[config.mk]
export PLATFORM = sky130hd
export DESIGN_NAME = segasys1_sound_cmd_if
export DESIGN_NICKNAME = d
export VERILOG_FILES = /design/src/rtl/segasys1_sound_cmd_if.sv
export SDC_FILE = /design/constraint.sdc
export NUM_CORES = 1
export LEC_CHECK = 0
export ABC_AREA = 1
export BUFFER_PORTS_ARGS = -buffer_cell sky130_fd_sc_hd__buf_2
export CAP_MARGIN = 15
export CORE_AREA = 3 3 73 126
export DETAILED_ROUTE_END_ITERATION = 6
export DIE_AREA = 0 0 76 129
export PLACE_DENSITY = 0.79
export SKIP_LAST_GASP = 1
export SYNTH_ARGS = -nofsm -noshare
export SYNTH_HDL_FRONTEND = slang
export SYNTH_SLANG_ARGS = --single-unit
[constraint.sdc]
create_clock -name CLK48M -period 2.5 [get_ports CLK48M]
set_input_delay 0.5 -clock CLK48M [delete_from_list [all_inputs] [get_ports CLK48M]]
set_output_delay 0.5 -clock CLK48M [all_outputs]
set_load 0.02 [all_outputs]
[src/rtl/segasys1_sound_cmd_if.sv]
// Sound-command interface: main CPU command bytes -> FIFO -> sound CPU latch.
// Raises an NMI per queued command and generates the periodic sound IRQ.
module segasys1_sound_cmd_if #(
  parameter int          FIFO_AW    = 2,
  parameter logic [3:0]  LATCH_A    = 4'hE,
  parameter int          NMI_LEN    = 8,
  parameter logic [15:0] IRQ_PERIOD = 16'd16384,
  parameter logic [7:0]  IRQ_HOLD   = 8'd64
) (
  input  logic        CLK48M,
  input  logic        RESET_N,
  input  logic        CLK_EN,
  input  logic        SNDRQ,
  input  logic [7:0]  SNDNO,
  input  logic [15:0] SCPUAD,
  input  logic        SCPU_MREQ,
  input  logic        SCPU_RD,
  input  logic        SCPU_M1,
  input  logic        SCPU_IORQ,
  output logic        SCPU_CS_LATCH,
  output logic [7:0]  SCPU_LATCH_DO,
  output logic        SCPU_NMI,
  output logic        SCPU_INT,
  output logic        PENDING,
  output logic        OVERRUN
);

  localparam int DEPTH  = 2 ** FIFO_AW;
  localparam int NMI_CW = $clog2(NMI_LEN + 1);

  localparam logic [FIFO_AW-1:0] PTR_ONE    = FIFO_AW'(1);
  localparam logic [FIFO_AW:0]   CNT_ONE    = (FIFO_AW + 1)'(1);
  localparam logic [FIFO_AW:0]   CNT_ZERO   = (FIFO_AW + 1)'(0);
  localparam logic [FIFO_AW:0]   CNT_FULL   = (FIFO_AW + 1)'(DEPTH);
  localparam logic [NMI_CW-1:0]  NMI_ONE    = NMI_CW'(1);
  localparam logic [NMI_CW-1:0]  NMI_ZERO   = NMI_CW'(0);
  localparam logic [NMI_CW-1:0]  NMI_TARGET = NMI_CW'(NMI_LEN);

  typedef enum logic [1:0] {
    NMI_IDLE   = 2'd0,
    NMI_ASSERT = 2'd1,
    NMI_WAIT   = 2'd2
  } nmi_state_t;

  // FIFO and edge-detect state
  logic               sndrq_prev_r;
  logic               cs_prev_r;
  logic [7:0]         mem_r [DEPTH];
  logic [FIFO_AW-1:0] wr_ptr_r;
  logic [FIFO_AW-1:0] rd_ptr_r;
  logic [FIFO_AW:0]   count_r;
  logic [7:0]         latch_do_r;
  logic               pending_r;
  logic               overrun_r;

  logic               cs_s;
  logic               push_req_s;
  logic               push_s;
  logic               pop_s;
  logic               drop_s;
  logic [FIFO_AW:0]   count_next_s;

  // NMI state
  nmi_state_t         nmi_state_r;
  nmi_state_t         nmi_state_s;
  logic [NMI_CW-1:0]  nmi_tick_r;
  logic [NMI_CW-1:0]  nmi_tick_s;
  logic [NMI_CW-1:0]  nmi_tick_inc_s;
  logic               nmi_pop_r;
  logic               nmi_pop_s;
  logic               nmi_r;
  logic               nmi_s;

  // Periodic IRQ state
  logic [15:0]        irq_cnt_r;
  logic [7:0]         irq_hold_r;
  logic [7:0]         irq_hold_inc_s;
  logic               int_r;
  logic               wrap_s;
  logic               ack_s;

  assign cs_s          = (SCPUAD[15:12] == LATCH_A) & SCPU_MREQ & SCPU_RD;
  assign SCPU_CS_LATCH = cs_s;
  assign SCPU_LATCH_DO = latch_do_r;
  assign SCPU_NMI      = nmi_r;
  assign SCPU_INT      = int_r;
  assign PENDING       = pending_r;
  assign OVERRUN       = overrun_r;

  // Push/pop decode; a pop frees a slot so a simultaneous push is accepted when full
  always_comb begin
    push_req_s   = SNDRQ & ~sndrq_prev_r;
    pop_s        = cs_prev_r & ~cs_s & (count_r != CNT_ZERO);
    push_s       = 1'b0;
    drop_s       = 1'b0;
    count_next_s = count_r;
    if (push_req_s & ((count_r != CNT_FULL) | pop_s)) begin
      push_s = 1'b1;
    end else begin
      drop_s = push_req_s;
    end
    if (push_s & ~pop_s) begin
      count_next_s = count_r + CNT_ONE;
    end else if (pop_s & ~push_s) begin
      count_next_s = count_r - CNT_ONE;
    end else begin
      count_next_s = count_r;
    end
  end

  // Previous-value registers for the strobe and latch-select edge detectors
  always_ff @(posedge CLK48M or negedge RESET_N) begin
    if (!RESET_N) begin
      sndrq_prev_r <= 1'b0;
      cs_prev_r    <= 1'b0;
    end else begin
      sndrq_prev_r <= SNDRQ;
      cs_prev_r    <= cs_s;
    end
  end

  // FIFO storage; the pushed byte lands at the tail slot
  always_ff @(posedge CLK48M or negedge RESET_N) begin
    if (!RESET_N) begin
      for (int i = 0; i < DEPTH; i++) begin
        mem_r[i] <= 8'h00;
      end
    end else if (push_s) begin
      mem_r[wr_ptr_r] <= SNDNO;
    end else begin
      mem_r[wr_ptr_r] <= mem_r[wr_ptr_r];
    end
  end

  // Pointers, occupancy and status flags
  always_ff @(posedge CLK48M or negedge RESET_N) begin
    if (!RESET_N) begin
      wr_ptr_r  <= {FIFO_AW{1'b0}};
      rd_ptr_r  <= {FIFO_AW{1'b0}};
      count_r   <= CNT_ZERO;
      pending_r <= 1'b0;
      overrun_r <= 1'b0;
    end else begin
      wr_ptr_r  <= push_s ? (wr_ptr_r + PTR_ONE) : wr_ptr_r;
      rd_ptr_r  <= pop_s ? (rd_ptr_r + PTR_ONE) : rd_ptr_r;
      count_r   <= count_next_s;
      pending_r <= (count_next_s != CNT_ZERO);
      overrun_r <= overrun_r | drop_s;
    end
  end

  // Output latch follows the head one cycle later and holds when the FIFO drains
  always_ff @(posedge CLK48M or negedge RESET_N) begin
    if (!RESET_N) begin
      latch_do_r <= 8'h00;
    end else if (count_r != CNT_ZERO) begin
      latch_do_r <= mem_r[rd_ptr_r];
    end else begin
      latch_do_r <= latch_do_r;
    end
  end

  // NMI sequencing: fixed-length pulse, then wait for the command to be read
  always_comb begin
    nmi_state_s    = nmi_state_r;
    nmi_tick_s     = nmi_tick_r;
    nmi_pop_s      = nmi_pop_r;
    nmi_s          = nmi_r;
    nmi_tick_inc_s = nmi_tick_r + NMI_ONE;
    case (nmi_state_r)
      NMI_IDLE: begin
        if (pending_r) begin
          nmi_state_s = NMI_ASSERT;
          nmi_s       = 1'b1;
          nmi_tick_s  = NMI_ZERO;
          nmi_pop_s   = 1'b0;
        end else begin
          nmi_s = 1'b0;
        end
      end
      NMI_ASSERT: begin
        nmi_pop_s = nmi_pop_r | pop_s;
        if (CLK_EN) begin
          nmi_tick_s = nmi_tick_inc_s;
          if (nmi_tick_inc_s == NMI_TARGET) begin
            nmi_s       = 1'b0;
            nmi_state_s = (nmi_pop_r | pop_s) ? NMI_IDLE : NMI_WAIT;
          end else begin
            nmi_s = 1'b1;
          end
        end else begin
          nmi_tick_s = nmi_tick_r;
        end
      end
      NMI_WAIT: begin
        nmi_s = 1'b0;
        if (pop_s) begin
          nmi_state_s = NMI_IDLE;
        end else begin
          nmi_state_s = NMI_WAIT;
        end
      end
      default: begin
        nmi_state_s = NMI_IDLE;
        nmi_s       = 1'b0;
      end
    endcase
  end

  // NMI state register
  always_ff @(posedge CLK48M or negedge RESET_N) begin
    if (!RESET_N) begin
      nmi_state_r <= NMI_IDLE;
      nmi_tick_r  <= NMI_ZERO;
      nmi_pop_r   <= 1'b0;
      nmi_r       <= 1'b0;
    end else begin
      nmi_state_r <= nmi_state_s;
      nmi_tick_r  <= nmi_tick_s;
      nmi_pop_r   <= nmi_pop_s;
      nmi_r       <= nmi_s;
    end
  end

  assign wrap_s         = CLK_EN & (irq_cnt_r == (IRQ_PERIOD - 16'd1));
  assign ack_s          = SCPU_M1 & SCPU_IORQ;
  assign irq_hold_inc_s = irq_hold_r + 8'd1;

  // Free-running period counter, one wrap per IRQ_PERIOD ticks
  always_ff @(posedge CLK48M or negedge RESET_N) begin
    if (!RESET_N) begin
      irq_cnt_r <= 16'd0;
    end else if (CLK_EN) begin
      irq_cnt_r <= wrap_s ? 16'd0 : (irq_cnt_r + 16'd1);
    end else begin
      irq_cnt_r <= irq_cnt_r;
    end
  end

  // IRQ request: set on wrap, cleared by acknowledge or hold timeout
  always_ff @(posedge CLK48M or negedge RESET_N) begin
    if (!RESET_N) begin
      int_r      <= 1'b0;
      irq_hold_r <= 8'd0;
    end else if (wrap_s) begin
      int_r      <= 1'b1;
      irq_hold_r <= 8'd0;
    end else if (int_r) begin
      if (ack_s) begin
        int_r <= 1'b0;
      end else if (CLK_EN) begin
        irq_hold_r <= irq_hold_inc_s;
        int_r      <= (irq_hold_inc_s != IRQ_HOLD);
      end else begin
        int_r <= 1'b1;
      end
    end else begin
      int_r <= 1'b0;
    end
  end

endmodule

# ---- Yosys cells after proc, flatten, opt, wreduce, memory -nomap -nowiden
# Cells that the tools add are included.
dict set report word_totals {
  register_bits 84
  input_bits 32
  out_inout_bits 13
  wordCells 109
}
dict set report classes {
  addsub 7
  eq_ne 11
  n_reduce_logical 11
  n_lt_le_gt_ge 3
  bitwise 19
  muxes 39
}
# operator n
set ops {}
lappend ops {{8-bit two-way mux} 9}
lappend ops {{32-bit bitwise mux} 2}
lappend ops {{8-bit binary-select mux with 2-bit select} 2}
lappend ops {{32-bit two-way mux} 1}
lappend ops {{16-bit by 1-bit adder with 16-bit output, second input constant} 1}
lappend ops {{8-bit demux with 2-bit select} 1}
lappend ops {{16-bit by 14-bit equality test with 1-bit output, second input constant} 1}
lappend ops {{16-bit two-way mux} 1}
lappend ops {{1-bit bitwise AND} 10}
lappend ops {{1-bit two-way mux} 10}
lappend ops {{2-bit two-way mux} 5}
lappend ops {{3-bit AND reduction} 3}
lappend ops {{8-bit by 1-bit adder with 8-bit output, second input constant} 1}
lappend ops {{4-bit equality test, second input constant} 2}
lappend ops {{4-bit two-way mux} 2}
lappend ops {{2-bit inequality test, second input constant} 4}
lappend ops {{8-bit by 7-bit inequality test with 1-bit output, second input constant} 1}
lappend ops {{4-bit one-hot mux with 2 select lines} 1}
lappend ops {{3-bit >= comparator, second input constant} 2}
lappend ops {{3-bit two-way mux} 2}
lappend ops {{2-bit NOT with 3-bit output} 2}
lappend ops {{2-bit one-hot mux with 3 select lines} 1}
lappend ops {{2-bit nonzero test} 3}
lappend ops {{3-bit nonzero test} 2}
lappend ops {{14 further kinds} 21}

# ---- Depth between registers and ports, before layout
dict set report logic_depth {
  ltp_word 14
  ltp_mapped 10
  ltp_nobuf 10
}

# ---- Worst setup path before layout
# No wires, ideal clock.
dict set report synth_path {
  path_type {reg2reg}
  from {reg wr_ptr_r[0]}
  to {reg mem_r[13] (netlist name)}
  required_ns 2.414
  path_stages_with_launch 8
  arrival_time_ns 1.726
  n_path_buf 3
  setup_slack_ns 0.688
  setup_time_ns 0.086
  period_less_slack_ns 1.812
  path_cell_list {dfrtp_1 buf_2 inv_2 buf_2 ha_1 clkbuf_1 nand3_1 o221ai_2}
}
dict set report synth_via {
  elab_chain_cells 7
  word_cells_on_any_way 12
  cone_classes {order compare (2); mux (8); bitwise (1); reduce/logical (1)}
}
# item line
set synth_rtl {}
lappend synth_rtl {{start, declared} 49} ;# logic [FIFO_AW-1:0] wr_ptr_r;
lappend synth_rtl {{start signal, assigned} 138} ;# wr_ptr_r <= {FIFO_AW{1'b0}};
lappend synth_rtl {{start signal, assigned} 144} ;# wr_ptr_r <= push_s ? (wr_ptr_r + PTR_ONE) : wr_ptr_r;
lappend synth_rtl {{2-bit NOT with 3-bit output (not written as such) (*)} {129, 131}}
lappend synth_rtl {{3-bit >= comparator (not written as such) / 3-bit by 1-bit < comparator with 1-bit output (equally long branches)} {129, 131}}
lappend synth_rtl {{1-bit logical AND (not written as such)} {129, 131}}
lappend synth_rtl {{8-bit two-way mux (not written as such)} {129, 131}}
lappend synth_rtl {{8-bit demux with 2-bit select} {129, 131}}
lappend synth_rtl {{32-bit bitwise mux (on tied branches)} {131, 129}}
lappend synth_rtl {{32-bit two-way mux (*)} 128} ;# end else if (push_s) begin
lappend synth_rtl {{end signal, assigned by index} 131} ;# mem_r[wr_ptr_r] <= mem_r[wr_ptr_r];
lappend synth_rtl {{end, declared} 48} ;# logic [7:0] mem_r [DEPTH];
# Every way passes the cells marked *; elsewhere a longest branch is shown, timed or not. The select of a mux whose other input is x is not followed.
# A chain may end at the register's enable or synchronous reset.

# ---- Worst setup path in the final report
dict set report layout_path {
  from {reg wr_ptr_r[1]}
  to {reg mem_r[12] (netlist name)}
}
# Same word-level chain as after synthesis.

==> results by group <==
Timing
  – Worst-Margin Slew: 1082 ps
  – WHS: 73.49 ps
  – Minimum clock period: 1980 ps
  – Max Clock Skew: 6.728 ps
  – # setup viols final: 0
  – Period utilization: 0.7921
  – PnR worst setup slack: 519.8 ps
  – RSZ-0062 raised after global routing: false
  – Slew HR: 0.2789
  – Final Hold Viols: 0
  – Slew Limit Fails: 0
  – Setup TNS Final: 0 ps
  – Fmax: 505.0 MHz

Global route
  – First-pass GRT wire length: 19.06 mm
  – Grt ovf: 0
  – Initial antenna violation count: 0
  – Pin count of the biggest net entering global routing: 68
  – Vias in the first global route: 4085
  – GR Util met2: 0.4378
  – Met3 Use GR: 0.03431
  – GRT busiest layer: met2
  – GRT met1 Usage: 0.2749
  – Total GRT Usage: 0.2447

Critical path
  – FF-to-FF End: mem_r[12]$_DFFE_PN0P_
  – CP peak stage delay: 900 ps
  – Critical path endpoint category: flip-flop
  – Buf/Inv on CP: 1
  – Worst r2r path cells: 4
  – Worst Path Required: 2750 ps
  – Worst EP arrival: 2230 ps
  – Critical path type: reg2reg
  – Worst Path Max Fanout: 24
  – CP delay by family, top: adder cells
  – R2R Path Start: wr_ptr_r[1]$_DFFE_PN0N_
  – Critical path, cell by cell: buf_4, ha_1, nand2_1, o221ai_2
  – Startpoint type of the worst setup path: flip-flop
  – Reg2Reg Setup Slack: 520 ps
  – Crit-path slowest cell: ha_1

Layout
  – Final Cell Area: 5493 µm²
  – Non-filler instance count after layout: 720
  – Layout area overhead: 11.36%
  – Final #Nets: 643
  – ANT cells: 0
  – Layout cells sized above 1: 0.1785
  – Layout fillers: 648

Placement
  – GPL Wtd Cong: 0.8445
  – Placed Area: 5174 µm²
  – Worst slack at placement: 559.0 ps
  – Hpwl dp: 7.494 mm
  – I/O Buffers: 32
  – Placed Cells: 704

Power and ir drop
  – Combinational Power Share: 0.441
  – Sequential power share: 0.341
  – Clk network pwr share: 0.218
  – Power per cell area: 1197 nW/µm²
  – Switch Pwr: 2713 µW
  – Int Power: 3859 µW
  – Leakage: 0.002531 µW
  – Peak VDD IR: 0.7307 mV
  – Switch share: 0.4129

Yosys
  – Sequential area share after synthesis: 0.4262
  – Post-Syn Area per Cell: 8.578 µm²
  – Yosys warns: 0
  – Synth Register Bits: 84
  – Synthesized area: 4932 µm²
  – Post-synth net total: 618
  – Syn Inst Count: 575
  – Synth unique cells: 38

Run status
  – Status: finished, final reports clean

Clock tree
  – Clk buf depth: 2
  – Hold-fix buffers, CTS: 0
  – Cts bufs inserted: 9
  – Reg clk slew, reported paths: 60 ps
  – Resized cells post-CTS: 0
  – Clock tree sinks: 84
  – Post-CTS Setup Inserts: 0
  – CTS tree: built
  – Worst skew pair latency: 340 ps
  – Root buffer cell: clkbuf_16
  – # H-tree levels: 3

Route
  – Via density: 5.671
  – Post-route ant nets: 0
  – WL final: 11.05 mm
  – Routed length per placed instance: 15.35 µm
  – Residual DRC: 0
  – Iteration-0 DRC Markers: 215
  – Vias: 4083
  – First-pass DRT Iterations: 4

Hold path
  – Worst Hold Class: in2async

Run
  – MaxCap Viol Count: 0

Floorplan
  – Initial Util: 0.5933
  – Die area: 9804 µm²
  – Die Width: 76 µm
  – Row count: 44
  – Core area: 8313 µm²
  – # IOs: 45
  – Chip Height: 129 µm
-- stage by stage --
stage | util | power (µW)
after floorplan | - | 4436
final | 0.6607 | 6572
after CTS | 0.6607 | 6596
after global routing | 0.6607 | 7071
after detailed placement | 0.6224 | 5140
after global placement | 0.6224 | 4995
-- metal layers --
layer | vias up | wire length [µm]
met5 | - | 0
met4 | 0 | 452
met3 | 32 | 461
met2 | 96 | 5829
met1 | 1969 | 4309
li1 | 1986 | -
-- state kept, by name (all words and copies together) (netlist names), 2 cells and up --
signal and count:
irq_hold_r 8, nmi_state_r 2, rd_ptr_r 2, nmi_tick_r 4, count_r 3, wr_ptr_r 2
SCPU_LATCH_DO 8, irq_cnt_r 16, mem_r 32
-- cell usage after synthesis, drive strengths merged --
library cell | instances | area [µm²]
buf | 16 | 116.4
ha | 11 | 137.6
inv | 76 | 285.3
nand4 | 6 | 43.79
a31oi | 9 | 56.30
nand3 | 61 | 327.8
a21oi | 36 | 183.9
and3 | 1 | 6.260
o21ai | 42 | 221.5
nor2 | 31 | 128.9
nand3b | 8 | 60.06
nor3 | 14 | 106.4
dfrtp | 84 | 2102
clkinv | 3 | 12.51
xnor2 | 4 | 35.03
xor2 | 17 | 148.9
nand2 | 111 | 441.7
o221ai | 32 | 461.7
o21a | 1 | 7.510
clkbuf | 11 | 41.29
o21bai | 1 | 7.510
-- cell families (layout without fill, tap and decap cells) --
kind of cell | Yosys count | in the layout | share of synthesized area
flops | 84 | 84 | 0.4262
compound gates | 121 | 121 | 0.1903
xor+xnor | 21 | 21 | 0.03729
fa+ha+maj | 11 | 11 | 0.02790
simple gates | 232 | 232 | 0.2260
buf+inv | 106 | 136 | 0.09234
-- power by group through the flow --
stage               clock network, µW  registers, µW  logic [µW]
floorplan                           0           2230        2210
global placement                    0           2240        2760
detailed placement                  0           2260        2880
CTS                              1450           2240        2910
global route                     1510           2310        3260
finish                           1430           2240        2900
-- worst register-to-register path: cells and delay by family (launching register included) --
family / cells / cell delay, ps
buf+inv: 1 / 200
fa+ha+maj: 1 / 900
simple gates: 1 / 200
compound gates: 1 / 220
flops: 1 / 360
-- cell type report --
cell class,instances,area (µm²),area share
clock buffer,12,246.5,0.04487
clock inverter,4,72.57,0.01321
inverter,79,297.8,0.05421
multi-input combinational,385,2375,0.4323
sequential,84,2102,0.3827
tap,115,143.9,0.02620
timing repair buffer,41,255.2,0.04647
-- placed cells by master, fill, tap and decap left out, drive strengths merged, types with 17 or more instances in the layout --
master and instances:
nand3 61, buf 41, nand2 111, inv 76, nor2 31, o221ai 32, a21oi 36, o21ai 42
dfrtp 84, xor2 17
-- worst max path at each step --
stage,start,endpoint,slack [ps],cells past startpoint
floorplan,wr_ptr_r[0]$_DFFE_PN0N_,mem_r[13]$_DFFE_PN0P_,690,7
finish,wr_ptr_r[1]$_DFFE_PN0N_,mem_r[12]$_DFFE_PN0P_,520,4
CTS,wr_ptr_r[0]$_DFFE_PN0N_,mem_r[12]$_DFFE_PN0P_,520,4
global placement,rd_ptr_r[0]$_DFFE_PN0P_,SCPU_LATCH_DO[2]$_DFFE_PN0N_,620,3
detailed placement,count_r[0]$_DFF_PN0_,mem_r[30]$_DFFE_PN0P_,560,9
global route,rd_ptr_r[0]$_DFFE_PN0P_,SCPU_LATCH_DO[2]$_DFFE_PN0N_,350,4
Power figures use the tool's default switching activity.
